<file path="config.mk">
export PLATFORM = sky130hd
export DESIGN_NAME = uparc_wb_stage
export DESIGN_NICKNAME = d
export VERILOG_FILES = /design/src/rtl/uparc_wb_stage.sv
export SDC_FILE = /design/constraint.sdc
export NUM_CORES = 1
export LEC_CHECK = 0
export CORE_MARGIN = 2
export CORE_UTILIZATION = 41
export CTS_CLUSTER_SIZE = 25
export DETAILED_ROUTE_END_ITERATION = 8
export GPL_TIMING_DRIVEN = 0
export PLACE_DENSITY = 0.81
export SLEW_MARGIN = 15
export SYNTH_ARGS = -nofsm -noshare
export SYNTH_HDL_FRONTEND = slang
export SYNTH_SLANG_ARGS = --single-unit
</file>
<file path="constraint.sdc">
create_clock -name clk -period 2.5 [get_ports clk]
set_input_delay 0.5 -clock clk [delete_from_list [all_inputs] [get_ports clk]]
set_output_delay 0.5 -clock clk [all_outputs]
set_load 0.02 [all_outputs]
</file>
<file path="src/rtl/uparc_wb_stage.sv">
// Write-back stage: sole driver of the register file write port.
// Registers execute results and completes one outstanding load (align + extend).
module uparc_wb_stage #(
  parameter int unsigned REG_WIDTH   = 32,
  parameter int unsigned REGNO_WIDTH = 5
) (
  input  logic                   clk,
  input  logic                   nrst,
  input  logic                   alu_valid,
  input  logic [REGNO_WIDTH-1:0] alu_rd,
  input  logic [REG_WIDTH-1:0]   alu_data,
  input  logic                   ld_req,
  input  logic [REGNO_WIDTH-1:0] ld_rd,
  input  logic [1:0]             ld_size,
  input  logic                   ld_sign,
  input  logic [1:0]             ld_offset,
  input  logic                   mem_rdy,
  input  logic                   mem_err,
  input  logic [REG_WIDTH-1:0]   mem_data,
  output logic [REGNO_WIDTH-1:0] rd,
  output logic [REG_WIDTH-1:0]   rd_data,
  output logic                   stall,
  output logic                   ld_fault
);

  localparam int unsigned BYTE_W = 8;
  localparam int unsigned HALF_W = 16;

  typedef enum logic {
    IDLE     = 1'b0,
    WAIT_MEM = 1'b1
  } state_t;

  typedef struct packed {
    logic [REGNO_WIDTH-1:0] rd;
    logic [1:0]             size;
    logic                   sign;
    logic [1:0]             offset;
  } ld_ctx_t;

  state_t  state;
  ld_ctx_t ctx;

  logic [BYTE_W-1:0]    byte_sel_c;
  logic [HALF_W-1:0]    half_sel_c;
  logic [REG_WIDTH-1:0] ld_ext_c;

  // Big-endian lane pick and extension of the returned load word
  always_comb begin
    byte_sel_c = '0;
    half_sel_c = '0;
    ld_ext_c   = '0;

    unique case (ctx.offset)
      2'd0:    byte_sel_c = mem_data[REG_WIDTH-1 -: BYTE_W];
      2'd1:    byte_sel_c = mem_data[REG_WIDTH-1-BYTE_W -: BYTE_W];
      2'd2:    byte_sel_c = mem_data[REG_WIDTH-1-2*BYTE_W -: BYTE_W];
      default: byte_sel_c = mem_data[REG_WIDTH-1-3*BYTE_W -: BYTE_W];
    endcase

    half_sel_c = ctx.offset[1] ? mem_data[REG_WIDTH-1-HALF_W -: HALF_W]
                               : mem_data[REG_WIDTH-1 -: HALF_W];

    unique case (ctx.size)
      2'b00:   ld_ext_c = {{(REG_WIDTH-BYTE_W){ctx.sign & byte_sel_c[BYTE_W-1]}}, byte_sel_c};
      2'b01:   ld_ext_c = {{(REG_WIDTH-HALF_W){ctx.sign & half_sel_c[HALF_W-1]}}, half_sel_c};
      default: ld_ext_c = mem_data;
    endcase
  end

  // Control FSM with registered write port, stall and fault outputs
  always_ff @(posedge clk or negedge nrst) begin
    if (!nrst) begin
      state    <= IDLE;
      ctx      <= '0;
      rd       <= '0;
      rd_data  <= '0;
      stall    <= 1'b0;
      ld_fault <= 1'b0;
    end else begin
      rd       <= '0;
      rd_data  <= '0;
      ld_fault <= 1'b0;

      unique case (state)
        IDLE: begin
          if (alu_valid && (alu_rd != '0)) begin
            rd      <= alu_rd;
            rd_data <= alu_data;
          end
          if (ld_req) begin
            ctx.rd     <= ld_rd;
            ctx.size   <= ld_size;
            ctx.sign   <= ld_sign;
            ctx.offset <= ld_offset;
            state      <= WAIT_MEM;
            stall      <= 1'b1;
          end
        end

        WAIT_MEM: begin
          // A bus error wins over a simultaneous data strobe
          if (mem_err) begin
            ld_fault <= 1'b1;
            state    <= IDLE;
            stall    <= 1'b0;
          end else if (mem_rdy) begin
            if (ctx.rd != '0) begin
              rd      <= ctx.rd;
              rd_data <= ld_ext_c;
            end
            state <= IDLE;
            stall <= 1'b0;
          end
        end

        default: begin
          state <= IDLE;
          stall <= 1'b0;
        end
      endcase
    end
  end

endmodule

</file>
==> run metrics, run 1 <==
vias in the first global route=2,503; Tmin final=2220 ps; Lkg Pwr=1.72 nW; Initial Utilization=0.430; H-tree Lvls=2; IO Port Bufs=123; GPL Wtd Cong=0.890; Distinct cells, synth=30; critical path capture point type=flip-flop; DRC errors left=0; Layout Cells excl Fill=431; WL per Instance=18.1 um; initial antenna violation count=0; hold_buf cts=0; number of setup violations in the final report=0; final instance area=0.00402 mm2; dpl cell area=0.00392 mm2; CTS tree=done; count of final hold-check violations=0; Place WS=-36.7 ps; row count=28; Global Route Usage Sum=0.232; Clock Pin Slew Worst Setup and Hold Paths=90 ps; final global-route overflow total=0; Syn Area/Cell=11.5 um2; r2r setup slk=530 ps; Final WS setup=283 ps; clock buffer depth=2; CP required=2690 ps; maxcap violations=0; post-layout util=0.671; # resized after CTS=0; final setup skew=4.85 ps; core area=0.00599 mm2; CP Data Arrival Time=2410 ps; ANT nets after route=0; Final period util=0.887; Slew headroom=0.630; unrepaired setup endpoints after global routing=false; Worst Setup Path Type=in -> reg; Clk Latency, worst-skew pair=300 ps; Hold Crit Class=in -> async; syn nets=309; Worst-Margin Slew=556 ps; antenna cells=0; Warnings, synthesis=0; total CTS buffers=5; CP startpoint kind=input port; maximum vdd drop=0.000280 V; first-pass GRT wire length=12.8 mm; Worst Path Max Fanout=10; Die Area=0.00693 mm2; CTS Sinks=50; Worst R2R Path Depth=5; largest net degree at the start of global routing=30; Chip Height=83.3 um; NumNets Final=440; Seq cells post-synth=50; outcome=finished, final reports clean; Cells after DPL=423; Mapped Area=0.00257 mm2; Seq/Total Area, Yosys=0.486; CTS root buf=clkbuf_8; I/O pin count=124; number of detailed-route iterations in the first pass=4; die width=83.3 um; cell count after synthesis=224; fmax=451 MHz; Syn-to-layout area delta=56.2%; Routed WL=7.81 mm; Power Density=578 mW/mm2; layout cells sized above 1=0.132; Pins Over Slew Limit=0; setup bufs post-CTS=0; Vias=2,419; DP Wirelength=6.13 mm; vias per cell=5.61; 1st-iter DRT viols=208
final timing paths:
kind                                start           to
worst max-delay path            alu_rd[3]  rd_data[27]
worst min-delay path                 nrst     ld_fault
worst max register to register     ctx[6]  rd_data[14]
worst min register to register      stall        stall
max in group asynchronous            nrst   rd_data[4]
min in group clk                    stall        stall
logic make-up (layout without fill, tap and decap cells):
family | after synthesis | count (layout) | synth area share
AND/OR/NAND/NOR | 51 | 51 | 0.101
buffers and inverters | 28 | 160 | 0.0496
flip-flops | 50 | 50 | 0.486
AO/OA/AOI/OAI | 70 | 70 | 0.219
multiplexers | 25 | 25 | 0.144
per-layer routing:
| layer | wire, um | track usage |
|---|---|---|
| met1 | 3050 | 0.279 |
| met2 | 3880 | 0.397 |
| met3 | 711 | 0.0666 |
| met4 | 159 | 0.0775 |
| met5 | 0 | 0 |
synthesized netlist by cell type (all sizes together):
library cell / count / share of area
a211oi: 1 / 0.0078
a21o: 11 / 0.032
a21oi: 1 / 0.0034
a221o: 16 / 0.062
a221oi: 9 / 0.031
a22o: 6 / 0.020
and2: 1 / 0.0024
and3b: 1 / 0.0034
buf: 11 / 0.025
clkbuf: 7 / 0.010
dfrtp: 50 / 0.49
inv: 10 / 0.015
mux2: 17 / 0.074
mux4: 8 / 0.070
nand2: 17 / 0.025
nand2b: 2 / 0.0049
nand3: 1 / 0.0019
nor2: 9 / 0.016
nor2b: 10 / 0.024
nor3: 7 / 0.014
o21a: 1 / 0.0029
o21ai: 18 / 0.039
o31ai: 7 / 0.020
or2: 1 / 0.0024
or4: 2 / 0.0073
power by group:
group          total [mW]  internal (mW)  switching, mW
Combinational       0.820          0.428          0.392
Clock               0.565          0.300          0.265
Sequential          0.939          0.898         0.0403
Total                2.32           1.63          0.698
worst max-delay path: stages:
cell and delay [ps]:
clkdlybuf4s50_1 410, or4_1 530, o21a_1 250, buf_1 290, a221o_1 430
sequential cells by signal, indices dropped and copies added, names as in the netlist:
name      cells
rd_data      32
ctx          10
rd            5
ld_fault      1
stall         1
state         1
layout make-up:
class / instances / area, um2
plain buffers: 18 / 90.1
clock buffers: 7 / 76.3
clock inverters: 1 / 30.0
fillers: 472 / 1970
inverters: 10 / 37.5
multi-input cells: 146 / 1200
flip-flops and latches: 50 / 1250
well taps: 75 / 93.8
repair buffers: 124 / 1250
stage by stage:
stage / setup TNS, ps / hold slack, ps / total power [mW]
floorplan: 0 / 204 / 1.39
global placement: -24200 / 461 / 1.75
detailed placement: -104 / 475 / 1.77
CTS: 0 / 172 / 2.33
global route: 0 / 191 / 2.43
finish: 0 / 155 / 2.32
placed cells by master (no fill, tap or decap), drive strengths merged, types with 9 or more instances in the layout:
cell type	n
clkdlybuf4s50	122
dfrtp	50
o21ai	18
nand2	17
mux2	17
a221o	16
clkbuf	14
buf	13
a21o	11
nor2b	10
inv	10
a221oi	9
nor2	9
Power figures use the tool's default switching activity.
==> run 2: changes to the inputs <==
PLACE_DENSITY = default   (was 0.81)
PLACE_DENSITY_LB_ADDON = 0.1   (was default)
==> run metrics, run 2 (synthesis gave the netlist of run 1 again) <==
post-layout util=0.669 (-0.00188); CP required=2690 ps (about the same); commonest non-fill, non-tap cell in the layout=clkdlybuf4s50_1; Worst Setup Path Type=in -> reg; clock buffer depth=2 (unchanged); final global-route overflow total=0 (unchanged); initial antenna violation count=0 (unchanged); top flop regs=rd_data (32), ctx (10), rd (5); DP Wirelength=6.03 mm (-1.7%); WL per Instance=17.7 um (-2.5%); unrepaired setup endpoints after global routing=false; Power Density=560 mW/mm2 (-3.1%); layout cells sized above 1=0.138 (+0.00562); CP Data Arrival Time=2350 ps (-60 ps); Largest register FFs=32 (unchanged); Reg power frac=0.417 (+0.013); Crit path max-delay family=buffers and inverters; Reg2Reg Capture Point=rd_data[15]; Top reg by flops=rd_data; largest net degree at the start of global routing=28 (-6.7%); vias per cell=5.50 (-2.1%); sw frac=0.311 (+0.0103); number of setup violations in the final report=0 (unchanged); Pins Over Slew Limit=0 (unchanged); ANT nets after route=0 (unchanged); hold_buf cts=0 (unchanged); Power Internal=1.55 mW (-4.8%); Global Route Usage Sum=0.221 (-0.0108); NumNets Final=440 (unchanged); CP startpoint kind=input port; r2r setup slk=530 ps (about the same); DRC errors left=0 (unchanged); I/O pin count=124 (unchanged); Worst-Margin Slew=575 ps (+19.2 ps); Critical Path, Cell by Cell=clkdlybuf4s50_1 -> or4_1 -> o21a_1 -> buf_1 -> a221o_1; core area=0.00599 mm2 (unchanged); fmax=463 MHz (+2.7%); critical path capture point type=flip-flop; most frequent cells in the layout=122 x clkdlybuf4s50_1, 50 x dfrtp_1, 17 x nand2_1, 17 x mux2_2, 17 x o21ai_0; CTS Sinks=50 (unchanged); Final period util=0.863 (-0.0234); number of detailed-route iterations in the first pass=4 (unchanged); CP peak stage delay=520 ps (about the same); Clock Power Share=0.219 (-0.024); Initial Utilization=0.430 (unchanged); Clk Latency, worst-skew pair=300 ps (about the same); Levels on crit path=5 (unchanged); Worst R2R Path Depth=5 (unchanged); outcome=finished, final reports clean; final setup skew=6.71 ps (+1.86 ps); Clock Pin Slew Worst Setup and Hold Paths=90 ps (about the same); Worst Setup SP=alu_rd[3]; R2R Path Start=ctx[6]; CTS root buf=clkbuf_8; antenna cells=0 (unchanged); maximum vdd drop=0.000258 V (-8.1%); Lkg Pwr=1.72 nW (-0.31%); Tmin final=2160 ps (-58.5 ps); row count=28 (unchanged); GPL Wtd Cong=0.841 (-5.6%); Worst path slowest cell=or4_1; Syn-to-layout area delta=55.7%; sw power=0.698 mW (about the same); Hold Crit Class=in -> async; Die Area=0.00693 mm2 (unchanged); Worst Path Max Fanout=10 (unchanged); overall power=2.25 mW (-3.3%); setup bufs post-CTS=0 (unchanged); vias in the first global route=2,303 (-8.0%); 1st-iter DRT viols=132 (-37%); Vias=2,369 (-2.1%); # resized after CTS=0 (unchanged); Buffers & Inverters on Critical Path=2 (unchanged); Chip Height=83.3 um (unchanged); H-tree Lvls=2 (unchanged); maxcap violations=0 (unchanged); CTS tree=done; first-pass GRT wire length=12.0 mm (-5.8%); Routed WL=7.61 mm (-2.5%); total CTS buffers=5 (unchanged); count of final hold-check violations=0 (unchanged); IO Port Bufs=123 (unchanged); Gate power share=0.364 (+0.011); die width=83.3 um (unchanged); Setup crit end=rd_data[30]; Slew headroom=0.617 (-0.0128)
-- run 2: cell count changes in the layout (fill, tap and decap cells not counted) --
| cell | previous run | this run |
|---|---|---|
| bufinv_16 | 1 | 0 |
| clkbuf_1 | 9 | 7 |
| clkbuf_8 | 5 | 6 |
| clkinv_2 | 0 | 1 |
| clkinvlp_4 | 0 | 1 |
-- run 2: worst min-delay path by stage --
stage / start / end / slack, ps / cells past startpoint
after CTS: nrst / rd_data[5] / 180 / 1
after global placement: stall / stall / 460 / 1
final: nrst / rd_data[17] / 170 / 1
after global routing: nrst / rd_data[13] / 210 / 1
after floorplan: nrst / ctx[0] / 200 / 0
after detailed placement: stall / stall / 470 / 1
-- run 2: routing by layer --
layer	wire (um)	vias up	track usage	share of wire
met4	97	0	0.0537	0.013
met5	0	-	0	0
met3	667	11	0.0666	0.088
met2	3570	115	0.351	0.47
met1	3270	1142	0.297	0.43
li1	-	1101	-	-
-- run 2: area by class of cell --
cell class | count | area [um2]
clock inverter | 2 | 12.5
tap | 75 | 93.8
fill | 473 | 1980
buffer | 18 | 90.1
multi-input combinational | 146 | 1200
timing repair buffer | 124 | 1250
inverter | 10 | 37.5
sequential | 50 | 1250
clock buffer | 6 | 82.6
-- run 2: through the flow --
stage	setup TNS (ps)	worst slack (ps)	instances	hold slack [ps]	area (um2)
after global placement	-24080	-484	422	465	3900
final	0	341	431	172	4010
after detailed placement	0	9.98	423	467	3920
after CTS	0	339	431	179	4010
after global routing	0	235	431	208	4010
after floorplan	0	616	224	204	2570
-- run 2: power by group through the flow --
stage / Clock, mW / Sequential [mW] / Combinational [mW]
6_report: 0.492 / 0.937 / 0.818
5_1_grt: 0.544 / 0.948 / 0.882
2_1_floorplan: 0 / 1.03 / 0.365
3_3_place_gp: 0 / 0.951 / 0.801
4_1_cts: 0.508 / 0.937 / 0.820
3_5_place_dp: 0 / 0.954 / 0.816
==> run 3: changes to the inputs <==
TNS_END_PERCENT = 1   (was default)
==> results of run 3 <==
Same layout as run 2: the final DEF is identical, and so are final timing and power.
